**config.mk**
```make
export PLATFORM = sky130hd
export DESIGN_NAME = crc32_frame_check
export DESIGN_NICKNAME = d
export VERILOG_FILES = /design/src/rtl/crc32_pkg.sv /design/src/rtl/crc32_frame_check_update.sv /design/src/rtl/crc32_frame_check.sv
export SDC_FILE = /design/constraint.sdc
export NUM_CORES = 1
export LEC_CHECK = 0
export ABC_CLOCK_PERIOD_IN_PS = 3400
export CORE_MARGIN = 2
export CORE_UTILIZATION = 40
export CTS_BUF_LIST = sky130_fd_sc_hd__clkbuf_8
export DETAILED_ROUTE_END_ITERATION = 12
export HOLD_SLACK_MARGIN = 0.05
export PLACE_DENSITY_LB_ADDON = 0.2
export SETUP_SLACK_MARGIN = 0.15
export SYNTH_ARGS = -nofsm -noshare
export SYNTH_HDL_FRONTEND = slang
export SYNTH_SLANG_ARGS = --single-unit
```
**constraint.sdc**
```tcl
create_clock -name clk -period 3.4 [get_ports clk]
set_input_delay 0.34 -clock clk [delete_from_list [all_inputs] [get_ports clk]]
set_output_delay 0.34 -clock clk [all_outputs]
set_load 0.02 [all_outputs]
```
**src/rtl/crc32_pkg.sv**
```systemverilog
// Shared constants and types for the CRC32 frame checker.
package crc32_pkg;

    localparam logic [31:0] CRC_INIT = 32'hFFFF_FFFF;
    localparam logic [31:0] CRC_POLY = 32'hEDB8_8320;
    // Register value left after running a good frame, FCS included, through the LSB-first update
    localparam logic [31:0] RESIDUE  = 32'hDEBB_20E3;

    typedef enum logic [1:0] {IDLE, ACTIVE, RESULT} state_t;
    typedef logic [15:0] len_t;

endpackage

```
**src/rtl/crc32_frame_check_update.sv**
```systemverilog
// Combinational CRC32 byte update, reflected polynomial, data LSB first.
module crc32_frame_check_update
    import crc32_pkg::*;
(
    input  logic [31:0] crc_in,
    input  logic [7:0]  data,
    output logic [31:0] crc_out
);

    logic [31:0] c;

    always_comb begin
        c = crc_in;
        for (int i = 0; i < 8; i++) begin
            c = {1'b0, c[31:1]} ^ ((c[0] ^ data[i]) ? CRC_POLY : 32'h0);
        end
        crc_out = c;
    end

endmodule

```
**src/rtl/crc32_frame_check.sv**
```systemverilog
// Byte-stream Ethernet FCS checker: one result per sof..eof frame, with length limits.
module crc32_frame_check
    import crc32_pkg::*;
#(
    parameter int MIN_LEN = 64,
    parameter int MAX_LEN = 1518
) (
    input  logic        clk,
    input  logic        rst,
    input  logic        s_valid,
    output logic        s_ready,
    input  logic [7:0]  s_data,
    input  logic        s_sof,
    input  logic        s_eof,
    output logic        m_valid,
    input  logic        m_ready,
    output logic        m_ok,
    output logic [31:0] m_crc,
    output logic [15:0] m_len,
    output logic        m_runt,
    output logic        m_long,
    output logic        abort
);

    localparam len_t MIN_L = len_t'(MIN_LEN);
    localparam len_t MAX_L = len_t'(MAX_LEN);

    state_t      state, state_n;
    logic [31:0] crc, crc_n, upd_in, upd_out;
    len_t        len, len_n;
    logic        abort_n, acc, in_res, runt, lng;

    // A start-of-frame beat always restarts from the init value, even mid-frame
    assign upd_in = (state == IDLE || s_sof) ? CRC_INIT : crc;

    crc32_frame_check_update u_upd (
        .crc_in  (upd_in),
        .data    (s_data),
        .crc_out (upd_out)
    );

    always_ff @(posedge clk or posedge rst) begin
        if (rst) begin
            state <= IDLE;
            crc   <= CRC_INIT;
            len   <= '0;
            abort <= 1'b0;
        end else begin
            state <= state_n;
            crc   <= crc_n;
            len   <= len_n;
            abort <= abort_n;
        end
    end

    always_comb begin
        state_n = state;
        crc_n   = crc;
        len_n   = len;
        abort_n = 1'b0;
        s_ready = !rst && (state != RESULT);
        acc     = s_valid && s_ready;
        case (state)
            IDLE: begin
                if (acc && s_sof) begin
                    crc_n   = upd_out;
                    len_n   = 16'd1;
                    state_n = s_eof ? RESULT : ACTIVE;
                end
            end
            ACTIVE: begin
                if (acc) begin
                    crc_n   = upd_out;
                    abort_n = s_sof;
                    if (s_sof)              len_n = 16'd1;
                    else if (len != 16'hFFFF) len_n = len + 16'd1;
                    state_n = s_eof ? RESULT : ACTIVE;
                end
            end
            RESULT: begin
                if (m_ready) state_n = IDLE;
            end
            default: state_n = IDLE;
        endcase
    end

    // Result fields are held at zero outside RESULT so reset shows all-zero outputs
    assign in_res  = (state == RESULT);
    assign runt    = len < MIN_L;
    assign lng     = len > MAX_L;
    assign m_valid = in_res;
    assign m_runt  = in_res && runt;
    assign m_long  = in_res && lng;
    assign m_ok    = in_res && (crc == RESIDUE) && !runt && !lng;
    assign m_crc   = in_res ? ~crc : 32'h0;
    assign m_len   = in_res ? len : 16'h0;

endmodule

```
# Word level (Yosys, flattened, before mapping)
# Index checks and enable logic that the tools add are counted.
# op_classes
add_sub_neg	1
order_cmp	2
n_eq_ne	9
n_mux	26
bitwise	17
reduce_logical	17
# op_table
op	count
$mux 32	12
$xor 31x32->32	8
$mux 16	5
$pmux 32 s2	1
$eq 32x32->1 const B	1
$not 32->32	1
$pmux 16 s2	1
$add 16x1->16 const B	1
$gt 16x11->1 const B	1
$lt 16x7->1 const B	1
$ne 16x16->1 const B	1
$logic_and 1x1->1	8
$mux 2	4
$xor 1x1->1	8
$ne 2x2->1 const B	3
$pmux 2 s3	1
$reduce_and 3->1	2
$reduce_and 4->1	1
$logic_not 1->1	3
$ne 3x3->1 const B	1
$eq 2x1->1 const B	1
$eq 2x2->1 const B	1
$logic_not 2->1	1
$mux 1	2
other kinds (3)	3
# totals
ff_bits	51
input_bits	14

# Depth between registers and ports, before layout
# logic_depth
depth_word	29
depth_mapped	8
ltp_nobuf	7

# Modules after synthesis
# A second synthesis with hierarchy kept.
# hier_totals
hier_cells	403
area_unflattened_um2	3616.0
# by_module_without_submodules
module	instances	cells_each	area_per_inst_um2	seq_area_each_um2
crc32_frame_check	1	331	2925.3	1316.3
crc32_frame_check_update	1	72	690.7	0.0

# Least setup slack after synthesis
# OpenSTA, ideal clock, no wires.
# synth_timing
path_type	reg2reg
from	reg state[1]
to	reg len[7]
setup_ns	0.137
arrival_ns	2.074
t_required_ns	3.263
path_slack_ns	1.189
path_stages_with_launch	9
synth_period_minus_slack_ns	2.211
path_cell_list	dfrtp_1 buf_6 or3b_4 or4_4 o31ai_4 buf_6 nor3_1 xnor2_1 nor2_1
# synth_via
elab_chain_cells	6
word_cells_on_any_way	12
# synth_lines
item	line	text
start: declaration	crc32_frame_check.sv:28	state_t state, state_n;
start signal: assignment	crc32_frame_check.sv:49	state <= state_n;
$ne 2x2->1	crc32_frame_check.sv:61	s_ready = !rst && (state != RESULT);
$logic_and 1x1->1	crc32_frame_check.sv:61	
$logic_and 1x1->1	crc32_frame_check.sv:62	acc = s_valid && s_ready;
$logic_and 1x1->1	crc32_frame_check.sv:65	if (acc && s_sof) begin
$ne 2x1->1 (no source line)	-	
$reduce_and 4->1 (no source line)	-	
end signal: assignment	crc32_frame_check.sv:51	len <= len_n;
end: declaration	crc32_frame_check.sv:30	len_t len, len_n;
# Parallel ways exist; a longest one is shown, timed or not.
# A chain may end at the register's enable or synchronous reset.

# Worst setup path after layout
# layout_timing
from	reg crc[5]
to	out m_ok
# layout_via
elab_chain_cells	4
# layout_lines
item	line	text
start: declaration	crc32_frame_check.sv:29	logic [31:0] crc, crc_n, upd_in, upd_out;
start signal: assignment	crc32_frame_check.sv:50	crc <= crc_n;
$eq 32x32->1	crc32_frame_check.sv:94	assign m_ok = in_res && (crc == RESIDUE) && !runt && !lng;
$logic_and 1x1->1 (3 in a row)	crc32_frame_check.sv:94	
end: declaration	crc32_frame_check.sv:17	output logic m_ok,
# Every way passes these cells.

==> flow_metrics.tcl <==
set metrics [dict create \
    root_buffer "clkbuf_8" \
    min_to "crc[30]" \
    cts_made_buffers 5 \
    pin_count 68 \
    cp.buffers_inverters 1 \
    final-instance-count-excl-fill 600 \
    run_status "finished, final reports clean" \
    end_kind "output port" \
    drc_errors 0 \
    n_fill_cell 880 \
    rrSetupSlack_ns 0.53 \
    cpPeakStageDelay_ns 0.61 \
    cts_setup_buffers 0 \
    critPathRequiredTime_ns 3.06 \
    synth_flop_cell "dfstp_2" \
    wl_mm 9.399 \
    maxCapViolCount 0 \
    cts_tree "done" \
    grt_pass1_wl_mm 15.45 \
    hold_depth 2 \
    crit_family "simple AND/OR/NAND/NOR gates" \
    slowest_stage "clkdlybuf4s50_1" \
    place_area_um2 4444 \
    clock_sinks 51 \
    synthTopCellsByArea "dfstp_2, xnor2_1, dfrtp_1" \
    num_vias 3018 \
    slew_violations 0 \
    track_usage_pct 19.66 \
    ys_types 46 \
    grt-ovfl-total 0 \
    hp-class "reg -> reg" \
    synth_edf_count 0 \
    final_util_pct 50.07 \
    peakVddDrop_uv 290.3 \
    path_cells "nor4b_1 > nand4_1 > nor4_1 > o311ai_0 > nor2_1 > clkdlybuf4s50_1" \
    cts-hold-fix-buffers 0 \
    min-delay-start "crc[30]" \
    synthesis.instances 433 \
    worstSetupPathType "reg -> out" \
    io_buffers 67 \
    mappedNetlistArea_um2 3701 \
    dieWidth_um 100.2 \
    clk_latency_ns 0.31 \
    hold_viol_final 0 \
    gp_congestion 0.8301 \
    post_cts_resized 0 \
    grt_pass1_vias 2903 \
    placed_cells 592 \
    syn_nets 448 \
    path_max_fanout 4 \
    clkTransAtPathRegs_ns 0.10 \
    fp.dieH_um 100.2 \
    area_delta_synth_final_pct 23.23 \
    yosysTopAreaCellShare_pct 22.72 \
    drive_gt1_share_pct 12.27 \
    worst_pin_slew_ns 1.049 \
    dieArea_um2 10040 \
    start_util_pct 40.63 \
    synth_area_per_cell_um2 8.547 \
    setup_tns_ns 0 \
    dpl.hpwl_mm 7.043 \
    multi_input_area_um2 2251 \
    async_flop_share_pct 100.0 \
    crit_path_start_kind "flop" \
    first_pass_iters 5 \
    antenna_found_initial 0 \
    skew_ns 0.008042 \
    ant_nets 0 \
    dr.first_iter.drc_count 166 \
    fmax_mhz 326.8 \
    fin_crit_sh_pct 90.00 \
    coreArea_um2 9109 \
    finalSetupViolCount 0 \
    r2r_cells 6 \
    max-slew-margin-rel_pct 30.05 \
    p_total_uw 3085 \
    clockBufferDepth 2 \
    htreeDepth 2 \
    power-per-cell-area_nw_per_um2 676.3 \
    post-route-min-period_ns 3.060 \
    yosys_warnings 0 \
    r2r_end "crc[22]" \
    vias_per_cell 5.030 \
    wl_per_cell_um 15.67 \
    ys_seq_elements 51 \
    final_area_um2 4561 \
    leakagePower_uw 0.001782 \
    grt_max_degree 65 \
    rsz0062_at_grt "false" \
    cp.arrival_ns 2.72 \
    antenna_cells 0 \
    timing.rr.start "state[1]" \
    synth_top_area_cell "dfstp_2" \
    rows 35 \
    final_nets 503 \
    seq_area_um2 1316 \
    seq_area_frac_synth_pct 35.56 \
]
-- synth_stat cells (all sizes together) (2+ instances only) --
| library cell | n |
|---|---|
| nand2 | 47 |
| and3 | 2 |
| and2 | 15 |
| buf | 8 |
| dfrtp | 19 |
| o31ai | 4 |
| clkbuf | 18 |
| xnor3 | 7 |
| or2 | 2 |
| nand3 | 6 |
| o21ai | 41 |
| or4 | 2 |
| a21oi | 5 |
| inv | 4 |
| nor2 | 91 |
| nand4 | 7 |
| nand2b | 3 |
| nor3 | 6 |
| nor4b | 2 |
| xor2 | 19 |
| xnor2 | 74 |
| dfstp | 32 |
| nor4 | 6 |
-- how the worst max path moves through the flow --
stage,slack [ns],start,depth (start not counted),endpoint
4_1_cts,0.26,crc[5],6,m_ok
5_1_grt,0.21,crc[5],6,m_ok
3_3_place_gp,0.47,s_sof,7,crc[22]
6_report,0.34,crc[5],6,m_ok
2_1_floorplan,1.19,state[1],8,len[7]
3_5_place_dp,0.41,s_sof,7,crc[22]
-- metrics by stage --
| stage | hold WS, ns | setup WS (ns) |
|---|---|---|
| finish | 0.5037 | 0.3401 |
| global route | 0.5273 | 0.2102 |
| CTS | 0.5100 | 0.2639 |
| detailed placement | 0.4934 | 0.4072 |
| global placement | 0.4927 | 0.4660 |
| floorplan | 0.4272 | 1.189 |
-- cells in the final DEF, fill, tap and decap left out, drive strengths merged, types with 2 or more instances in the layout --
cell type and n:
inv 5, or2 2, xnor3 7, dfrtp 19, nand3 6, o31ai 4
buf 7, nand2b 3, nand2 47, a21oi 5, dfstp 32, nand4 7
nor4 6, or4 2, nor2 91, clkdlybuf4s50 67, and3 2, xnor2 74
nor3 6, o21ai 41, and2 15, xor2 19, clkbuf 5, nor4b 2
-- report_power, final --
group,switching [uW],total [uW],internal [uW],leakage [uW]
sequential,316,1250,937,0.000593
clock,217,440,223,0.0000587
combinational,688,1390,703,0.00113
total,1220,3080,1860,0.00178
-- cell families after synthesis --
kind of cell / count (synthesis) / share of synthesized area [%]
simple gates: 196 / 24.24
fa+ha+maj: 1 / 0.3380
buf+inv: 30 / 3.617
xor+xnor: 100 / 27.72
compound gates: 55 / 8.519
flops: 51 / 35.56
-- final cells by class --
type                    count  area share [%]
repair buffers             74           15.86
clock buffers               5           1.509
clock inverters             3           1.043
well taps                 111           3.045
multi-input cells         352           49.36
inverters                   4          0.3292
flip-flops and latches     51           28.86
-- worst reg2reg max path: stages (launching register included) --
cell,delay (ns)
dfrtp_1,0.48
o21bai_2,0.73
nor2_1,0.19
xnor2_2,0.42
xnor2_1,0.31
xnor3_1,0.49
o21ai_0,0.17
-- per-layer routing --
layer | GRT usage (%) | share of wire (%) | vias to the layer above
met5 | 0 | 0 | -
met4 | 4.636 | 1.1 | 0
met3 | 2.437 | 4.1 | 8
met2 | 32.63 | 48 | 76
met1 | 27.53 | 47 | 1418
li1 | - | - | 1516
-- state kept, by name, indices dropped and copies added (netlist names) --
signal and flops:
crc 32, state 2, len 16, abort 1
No activity file was read; power rests on OpenSTA's default activity.
